`src/rtl/axi_depacketizer.sv`:
```
// axi_depacketizer: replays one scheduled packet as an AXI4 master burst.
// One transaction in flight; B/R responses are forwarded to the slave side.
module axi_depacketizer #(
  parameter int C_M_AXI_ID_WIDTH   = 16,
  parameter int C_M_AXI_ADDR_WIDTH = 40,
  parameter int C_M_AXI_DATA_WIDTH = 128,
  parameter int C_M_AXI_USER_WIDTH = 16,
  parameter int MAX_BURST_LEN      = 4,
  parameter int PKT_WIDTH          = 30 + C_M_AXI_ADDR_WIDTH
                                   + C_M_AXI_ID_WIDTH + C_M_AXI_USER_WIDTH
                                   + MAX_BURST_LEN * (C_M_AXI_DATA_WIDTH / 8)
                                   + MAX_BURST_LEN * C_M_AXI_DATA_WIDTH
) (
  input  logic                          M_AXI_ACLK,
  input  logic                          M_AXI_ARESET,
  input  logic [PKT_WIDTH-1:0]          packetIn,
  input  logic                          packetValid,
  output logic                          packetReady,
  output logic                          protocolError,
  output logic [C_M_AXI_ID_WIDTH-1:0]   M_AXI_AWID,
  output logic [C_M_AXI_ADDR_WIDTH-1:0] M_AXI_AWADDR,
  output logic [7:0]                    M_AXI_AWLEN,
  output logic [2:0]                    M_AXI_AWSIZE,
  output logic [1:0]                    M_AXI_AWBURST,
  output logic                          M_AXI_AWLOCK,
  output logic [3:0]                    M_AXI_AWCACHE,
  output logic [2:0]                    M_AXI_AWPROT,
  output logic [3:0]                    M_AXI_AWQOS,
  output logic [3:0]                    M_AXI_AWREGION,
  output logic [C_M_AXI_USER_WIDTH-1:0] M_AXI_AWUSER,
  output logic                          M_AXI_AWVALID,
  input  logic                          M_AXI_AWREADY,
  output logic [C_M_AXI_DATA_WIDTH-1:0] M_AXI_WDATA,
  output logic [C_M_AXI_DATA_WIDTH/8-1:0] M_AXI_WSTRB,
  output logic                          M_AXI_WLAST,
  output logic                          M_AXI_WVALID,
  input  logic                          M_AXI_WREADY,
  input  logic [C_M_AXI_ID_WIDTH-1:0]   M_AXI_BID,
  input  logic [1:0]                    M_AXI_BRESP,
  input  logic                          M_AXI_BVALID,
  output logic                          M_AXI_BREADY,
  output logic [C_M_AXI_ID_WIDTH-1:0]   M_AXI_ARID,
  output logic [C_M_AXI_ADDR_WIDTH-1:0] M_AXI_ARADDR,
  output logic [7:0]                    M_AXI_ARLEN,
  output logic [2:0]                    M_AXI_ARSIZE,
  output logic [1:0]                    M_AXI_ARBURST,
  output logic                          M_AXI_ARLOCK,
  output logic [3:0]                    M_AXI_ARCACHE,
  output logic [2:0]                    M_AXI_ARPROT,
  output logic [3:0]                    M_AXI_ARQOS,
  output logic [3:0]                    M_AXI_ARREGION,
  output logic [C_M_AXI_USER_WIDTH-1:0] M_AXI_ARUSER,
  output logic                          M_AXI_ARVALID,
  input  logic                          M_AXI_ARREADY,
  input  logic [C_M_AXI_ID_WIDTH-1:0]   M_AXI_RID,
  input  logic [C_M_AXI_DATA_WIDTH-1:0] M_AXI_RDATA,
  input  logic [1:0]                    M_AXI_RRESP,
  input  logic                          M_AXI_RLAST,
  input  logic                          M_AXI_RVALID,
  output logic                          M_AXI_RREADY,
  output logic [C_M_AXI_ID_WIDTH-1:0]   S_AXI_BID,
  output logic [1:0]                    S_AXI_BRESP,
  output logic                          S_AXI_BVALID,
  input  logic                          S_AXI_BREADY,
  output logic [C_M_AXI_ID_WIDTH-1:0]   S_AXI_RID,
  output logic [C_M_AXI_DATA_WIDTH-1:0] S_AXI_RDATA,
  output logic [1:0]                    S_AXI_RRESP,
  output logic                          S_AXI_RLAST,
  output logic                          S_AXI_RVALID,
  input  logic                          S_AXI_RREADY
);

  localparam int DW = C_M_AXI_DATA_WIDTH;
  localparam int SW = DW / 8;
  localparam int UW = C_M_AXI_USER_WIDTH;
  localparam int MW = 30 + C_M_AXI_ADDR_WIDTH
                    + C_M_AXI_ID_WIDTH + UW;
  localparam int CW = (MAX_BURST_LEN > 1) ?
                      $clog2(MAX_BURST_LEN) : 1;

  typedef enum logic [2:0] {
    S_IDLE, S_AW, S_W, S_B, S_AR, S_R
  } state_t;

  state_t                    state;
  logic [MW-2:0]             meta_q;
  logic [MAX_BURST_LEN*SW-1:0] strb_q;
  logic [MAX_BURST_LEN*DW-1:0] data_q;
  logic [CW-1:0]             cnt;
  logic                      awvalid_q;
  logic                      wvalid_q;
  logic                      arvalid_q;
  logic                      perr_q;

  logic [MW-1:0]             pkt_meta;
  logic                      in_wr;
  logic [7:0]                in_len;

  logic [C_M_AXI_ADDR_WIDTH-1:0] q_addr;
  logic [C_M_AXI_ID_WIDTH-1:0]   q_id;
  logic [7:0]                q_len;
  logic [2:0]                q_size;
  logic [1:0]                q_burst;
  logic                      q_lock;
  logic [3:0]                q_cache;
  logic [2:0]                q_prot;
  logic [3:0]                q_qos;
  logic [3:0]                q_region;
  logic [UW-1:0]             q_user;

  logic [DW-1:0]             data_slot [MAX_BURST_LEN];
  logic [SW-1:0]             strb_slot [MAX_BURST_LEN];
  logic                      w_last;
  logic                      in_b;
  logic                      in_r;

  assign pkt_meta = packetIn[PKT_WIDTH-1 -: MW];
  assign in_wr    = pkt_meta[MW-1];
  assign in_len   = pkt_meta[UW+21 +: 8];

  assign {q_addr, q_id, q_len, q_size, q_burst, q_lock,
          q_cache, q_prot, q_qos, q_region, q_user} = meta_q;

  for (genvar i = 0; i < MAX_BURST_LEN; i++) begin : g_slot
    assign data_slot[i] = data_q[(MAX_BURST_LEN-1-i)*DW +: DW];
    assign strb_slot[i] = strb_q[(MAX_BURST_LEN-1-i)*SW +: SW];
  end

  assign w_last = (8'(cnt) == q_len);
  assign in_b   = (state == S_B);
  assign in_r   = (state == S_R);

  assign packetReady   = (state == S_IDLE);
  assign protocolError = perr_q;

  assign M_AXI_AWID     = q_id;
  assign M_AXI_AWADDR   = q_addr;
  assign M_AXI_AWLEN    = q_len;
  assign M_AXI_AWSIZE   = q_size;
  assign M_AXI_AWBURST  = q_burst;
  assign M_AXI_AWLOCK   = q_lock;
  assign M_AXI_AWCACHE  = q_cache;
  assign M_AXI_AWPROT   = q_prot;
  assign M_AXI_AWQOS    = q_qos;
  assign M_AXI_AWREGION = q_region;
  assign M_AXI_AWUSER   = q_user;
  assign M_AXI_AWVALID  = awvalid_q;

  assign M_AXI_WDATA  = data_slot[cnt];
  assign M_AXI_WSTRB  = strb_slot[cnt];
  assign M_AXI_WLAST  = w_last;
  assign M_AXI_WVALID = wvalid_q;

  assign M_AXI_ARID     = q_id;
  assign M_AXI_ARADDR   = q_addr;
  assign M_AXI_ARLEN    = q_len;
  assign M_AXI_ARSIZE   = q_size;
  assign M_AXI_ARBURST  = q_burst;
  assign M_AXI_ARLOCK   = q_lock;
  assign M_AXI_ARCACHE  = q_cache;
  assign M_AXI_ARPROT   = q_prot;
  assign M_AXI_ARQOS    = q_qos;
  assign M_AXI_ARREGION = q_region;
  assign M_AXI_ARUSER   = q_user;
  assign M_AXI_ARVALID  = arvalid_q;

  assign S_AXI_BID    = in_b ? M_AXI_BID : '0;
  assign S_AXI_BRESP  = in_b ? M_AXI_BRESP : '0;
  assign S_AXI_BVALID = in_b & M_AXI_BVALID;
  assign M_AXI_BREADY = in_b & S_AXI_BREADY;

  assign S_AXI_RID    = in_r ? M_AXI_RID : '0;
  assign S_AXI_RDATA  = in_r ? M_AXI_RDATA : '0;
  assign S_AXI_RRESP  = in_r ? M_AXI_RRESP : '0;
  assign S_AXI_RLAST  = in_r & M_AXI_RLAST;
  assign S_AXI_RVALID = in_r & M_AXI_RVALID;
  assign M_AXI_RREADY = in_r & S_AXI_RREADY;

  // Packet capture and AW/W/B or AR/R sequencing with registered valids.
  always_ff @(posedge M_AXI_ACLK) begin
    if (M_AXI_ARESET) begin
      state     <= S_IDLE;
      meta_q    <= '0;
      strb_q    <= '0;
      data_q    <= '0;
      cnt       <= '0;
      awvalid_q <= 1'b0;
      wvalid_q  <= 1'b0;
      arvalid_q <= 1'b0;
      perr_q    <= 1'b0;
    end else begin
      perr_q <= 1'b0;
      unique case (state)
        S_IDLE: begin
          if (packetValid) begin
            meta_q <= pkt_meta[MW-2:0];
            strb_q <= packetIn[MAX_BURST_LEN*DW +: MAX_BURST_LEN*SW];
            data_q <= packetIn[0 +: MAX_BURST_LEN*DW];
            cnt    <= '0;
            if (32'(in_len) >= MAX_BURST_LEN) begin
              perr_q <= 1'b1;
            end else if (in_wr) begin
              awvalid_q <= 1'b1;
              state     <= S_AW;
            end else begin
              arvalid_q <= 1'b1;
              state     <= S_AR;
            end
          end
        end
        S_AW: begin
          if (M_AXI_AWREADY) begin
            awvalid_q <= 1'b0;
            wvalid_q  <= 1'b1;
            cnt       <= '0;
            state     <= S_W;
          end
        end
        S_W: begin
          if (M_AXI_WREADY) begin
            if (w_last) begin
              wvalid_q <= 1'b0;
              state    <= S_B;
            end else begin
              cnt <= cnt + 1'b1;
            end
          end
        end
        S_B: begin
          if (M_AXI_BVALID && S_AXI_BREADY) state <= S_IDLE;
        end
        S_AR: begin
          if (M_AXI_ARREADY) begin
            arvalid_q <= 1'b0;
            state     <= S_R;
          end
        end
        S_R: begin
          if (M_AXI_RVALID && S_AXI_RREADY && M_AXI_RLAST)
            state <= S_IDLE;
        end
        default: state <= S_IDLE;
      endcase
    end
  end

endmodule

```
`config.mk`:
```
export PLATFORM = sky130hd
export DESIGN_NAME = axi_depacketizer
export DESIGN_NICKNAME = d
export VERILOG_FILES = /design/src/rtl/axi_depacketizer.sv
export SDC_FILE = /design/constraint.sdc
export NUM_CORES = 2
export LEC_CHECK = 0
export CORE_AREA = 2 2 527 529
export CTS_BUF_LIST = sky130_fd_sc_hd__clkbuf_4 sky130_fd_sc_hd__clkbuf_8 sky130_fd_sc_hd__clkbuf_16
export DETAILED_ROUTE_END_ITERATION = 10
export DIE_AREA = 0 0 529 531
export PLACE_DENSITY = 0.33
export SYNTH_ARGS = -nofsm -noshare
export SYNTH_HDL_FRONTEND = slang
export SYNTH_SLANG_ARGS = --single-unit
```
`constraint.sdc`:
```
create_clock -name M_AXI_ACLK -period 2.62 [get_ports M_AXI_ACLK]
set_clock_uncertainty 0.15 [all_clocks]
set_input_delay 0.524 -clock M_AXI_ACLK [delete_from_list [all_inputs] [get_ports M_AXI_ACLK]]
set_output_delay 0.524 -clock M_AXI_ACLK [all_outputs]
set_load 0.02 [all_outputs]
```
==> results.md <==
* Unrepaired setup endpoints after global routing: true
* Port Buffers at 1,373
* Pins Over Slew Limit at 0
* Top cells by area, synth: dfxtp_1 48%, nand2_1 18%, a21oi_1 12%, mux4_2 11%, and2_1 3.7%
* Placed wire-length estimate at 209,000 um
* Core ar. at 275,000 um2
* Share of layout cells above drive strength 1 at 0.232
* Most numerous cell in the Yosys netlist: nand2_1
* Vias in the first global route at 30,800
* WHS at 0.0674 ns
* Clock slew at reported path FFs at 0.08 ns
* Reg2reg end: cnt[1]
* Post-detailed-route wirelength per cell at 28.6 um
* Clock group share of total power at 0.400
* Post-synth top cells: 1,360 x nand2_1, 686 x dfxtp_1, 679 x a21oi_1
* CP Launch Type: flop
* R2r setup slk at 0.16 ns
* CP Max Fanout at 9
* Fmax at 0.327 GHz
* Max IR drop VDD at 0.423 mV
* Post-synth top area share at 0.475
* 1st-pass router iterations at 5
* Register area share after synthesis at 0.475
* CTS tree: done
* Routed Antenna Nets at 0
* Crit. End Element: output pin
* Initial Utilization at 0.105
* Number of buffers created by CTS at 93
* Worst-Skew Late Latency at 0.73 ns
* Logic gate share of total power at 0.226
* Seq pwr share at 0.374
* Placed Instances at 8,287
* Pin count of the biggest net entering global routing at 87
* Failing checks: negative setup slack
* Setup TNS at -74.42 ns
* Row count at 193
* DIE AREA at 281,000 um2
* Synth Cell Area at 28,900 um2
* Ys flop type: dfxtp_1
* Pint at 0.0225 W
* Initial antenna violation count at 209
* Status: complete, but fails checks
* Cells after Synth at 3,481
* Critical Path RT at 1.95 ns
* Layout area overhead at 89.0%
* Hold crit path type: primary input to flop
* Maximum root-to-sink buffer count at 3
* Period utilization at 1.17
* Hold Startpoint: M_AXI_ARESET
* Final WS setup at -0.434 ns
* PD cells at 594 nW/um2
* Final setup vio count at 296
* All-Layer GR Usage at 0.169
* Max-cap violations at 0
* GRT overflow at 0
* DR vias at 30,900
* Number of synthesized flops with an enable pin at 0
* Final Hold Vio Count at 0
* Sw power at 0.00994 W
* Area leader, netlist: dfxtp_1
* Mapped Nets at 4,334
* Synthesized flop and latch total at 686
* Worst-Margin Slew at 0.680 ns
* Library cells used by synthesis at 41
* Rel. slew slack at 0.543
* DR vias/cell at 3.59
* Worst flop-to-flop path startpoint: cnt[0]
* CTS Root Cell: clkbuf_16
* Synthesized area per cell at 8.30 um2
* Synthesis warning total at 0
* Post-CTS Hold Buffers at 0
* Kind of critical path: flop to output pin
* H-tree levels at 3
* Worst hold stages at 2
* Initial drt markers at 1,509
* Fin cells at 8,608
* Leak at 21.1 nW
* Sw Ratio at 0.307
* Arr. time, crit path at 2.38 ns
* Total power at 0.0324 W
* Ys async rst share at 0
* Hold Path End: meta_q[90]
* TritonCTS Sinks at 686
* Drt drc at 0
* Gpl congestion at 0.879
* IO Pins at 1,374
* WL final at 246,000 um
* R2R depth at 9
* Final Core Density at 0.198
* Die Ht at 531 um
* Nets at 5,744
* Die width at 529 um
* Period minus WS final at 3.05 ns
* First-pass GRT wire length at 312,000 um
## worst max-delay path, stage by stage, from the launching register on
cell and delay [ns]:
dfxtp_4 0.38, buf_12 0.16, buf_4 0.15, buf_16 0.14, buf_12 0.11, mux4_2 0.49, buf_2 0.18
## registers in the layout, indices dropped and copies added, names as in the netlist
register,count
M_AXI_WVALID,1
M_AXI_AWVALID,1
protocolError,1
M_AXI_ARVALID,1
data_q,512
meta_q,101
cnt,2
strb_q,64
state,3
## cells by family after synthesis
family	share of synthesized area
mux	0.113
compound gates	0.123
xor+xnor	0.000909
buf+inv	0.0674
simple gates	0.221
flops	0.475
## cell type report
| cell class | instances | area (um2) |
|---|---|---|
| sequential | 686 | 13800 |
| inverter | 4 | 20.0 |
| antenna | 38 | 95.1 |
| multi-input combinational | 2407 | 13700 |
| clock inverter | 27 | 258 |
| tap | 3607 | 4510 |
| clock buffer | 140 | 2820 |
| timing repair buffer | 1699 | 19500 |
| fill | 30600 | 221000 |
## layer usage
layer | track usage | routed length, um | vias up
met2 | 0.274 | 112000 | 1274
met4 | 0.0337 | 6090 | 104
met5 | 0 | 687 | -
met1 | 0.200 | 101000 | 14800
li1 | - | - | 14300
met3 | 0.0826 | 26900 | 437
## metrics by stage
stage | setup WS [ns] | instance area, um2
floorplan | 0.279 | 28900
global placement | 0.00260 | 48700
detailed placement | 0.0240 | 48700
CTS | -0.592 | 53600
global route | -0.556 | 54500
finish | -0.434 | 54600
## repair_timing
action | 4_1_cts | 5_1_grt
pin swaps | 61 | 55
gates cloned | 17 | 3
setup endpoints to repair | 373 | 377
setup buffers | 72 | 55
gates resized for setup | 876 | 435
## worst max path at each step
| stage | startpoint | endpoint | slack [ns] | depth (start not counted) |
|---|---|---|---|---|
| 2_1_floorplan | cnt[0] | M_AXI_WDATA[117] | 0.28 | 4 |
| 3_3_place_gp | packetValid | M_AXI_ARVALID | 0.003 | 5 |
| 3_5_place_dp | cnt[0] | M_AXI_WDATA[93] | 0.02 | 4 |
| 4_1_cts | cnt[0] | M_AXI_WDATA[24] | -0.59 | 5 |
| 5_1_grt | cnt[0] | M_AXI_WDATA[70] | -0.56 | 6 |
| 6_report | cnt[0] | M_AXI_WDATA[94] | -0.43 | 6 |
## cells in the final DEF, fill, tap and decap left out, types with 21 or more instances in the layout
| cell | n |
|---|---|
| buf_8 | 27 |
| buf_6 | 197 |
| diode_2 | 38 |
| clkdlybuf4s50_1 | 1002 |
| dfxtp_1 | 676 |
| buf_4 | 157 |
| mux4_2 | 144 |
| buf_12 | 207 |
| clkbuf_16 | 97 |
| buf_16 | 21 |
| clkbuf_4 | 26 |
| dlymetal6s2s_1 | 55 |
| and2_4 | 170 |
| buf_2 | 29 |
| nand2_1 | 1359 |
| a21oi_1 | 679 |
## power by group through the flow
stage | combinational (W) | clock [W] | sequential, W
after detailed placement | 0.00731 | 0 | 0.0123
final | 0.00734 | 0.0130 | 0.0121
after floorplan | 0.00311 | 0 | 0.0121
after CTS | 0.00741 | 0.0135 | 0.0121
after global routing | 0.00792 | 0.0139 | 0.0122
after global placement | 0.00731 | 0 | 0.0123
No activity file was read; power rests on OpenSTA's default activity.
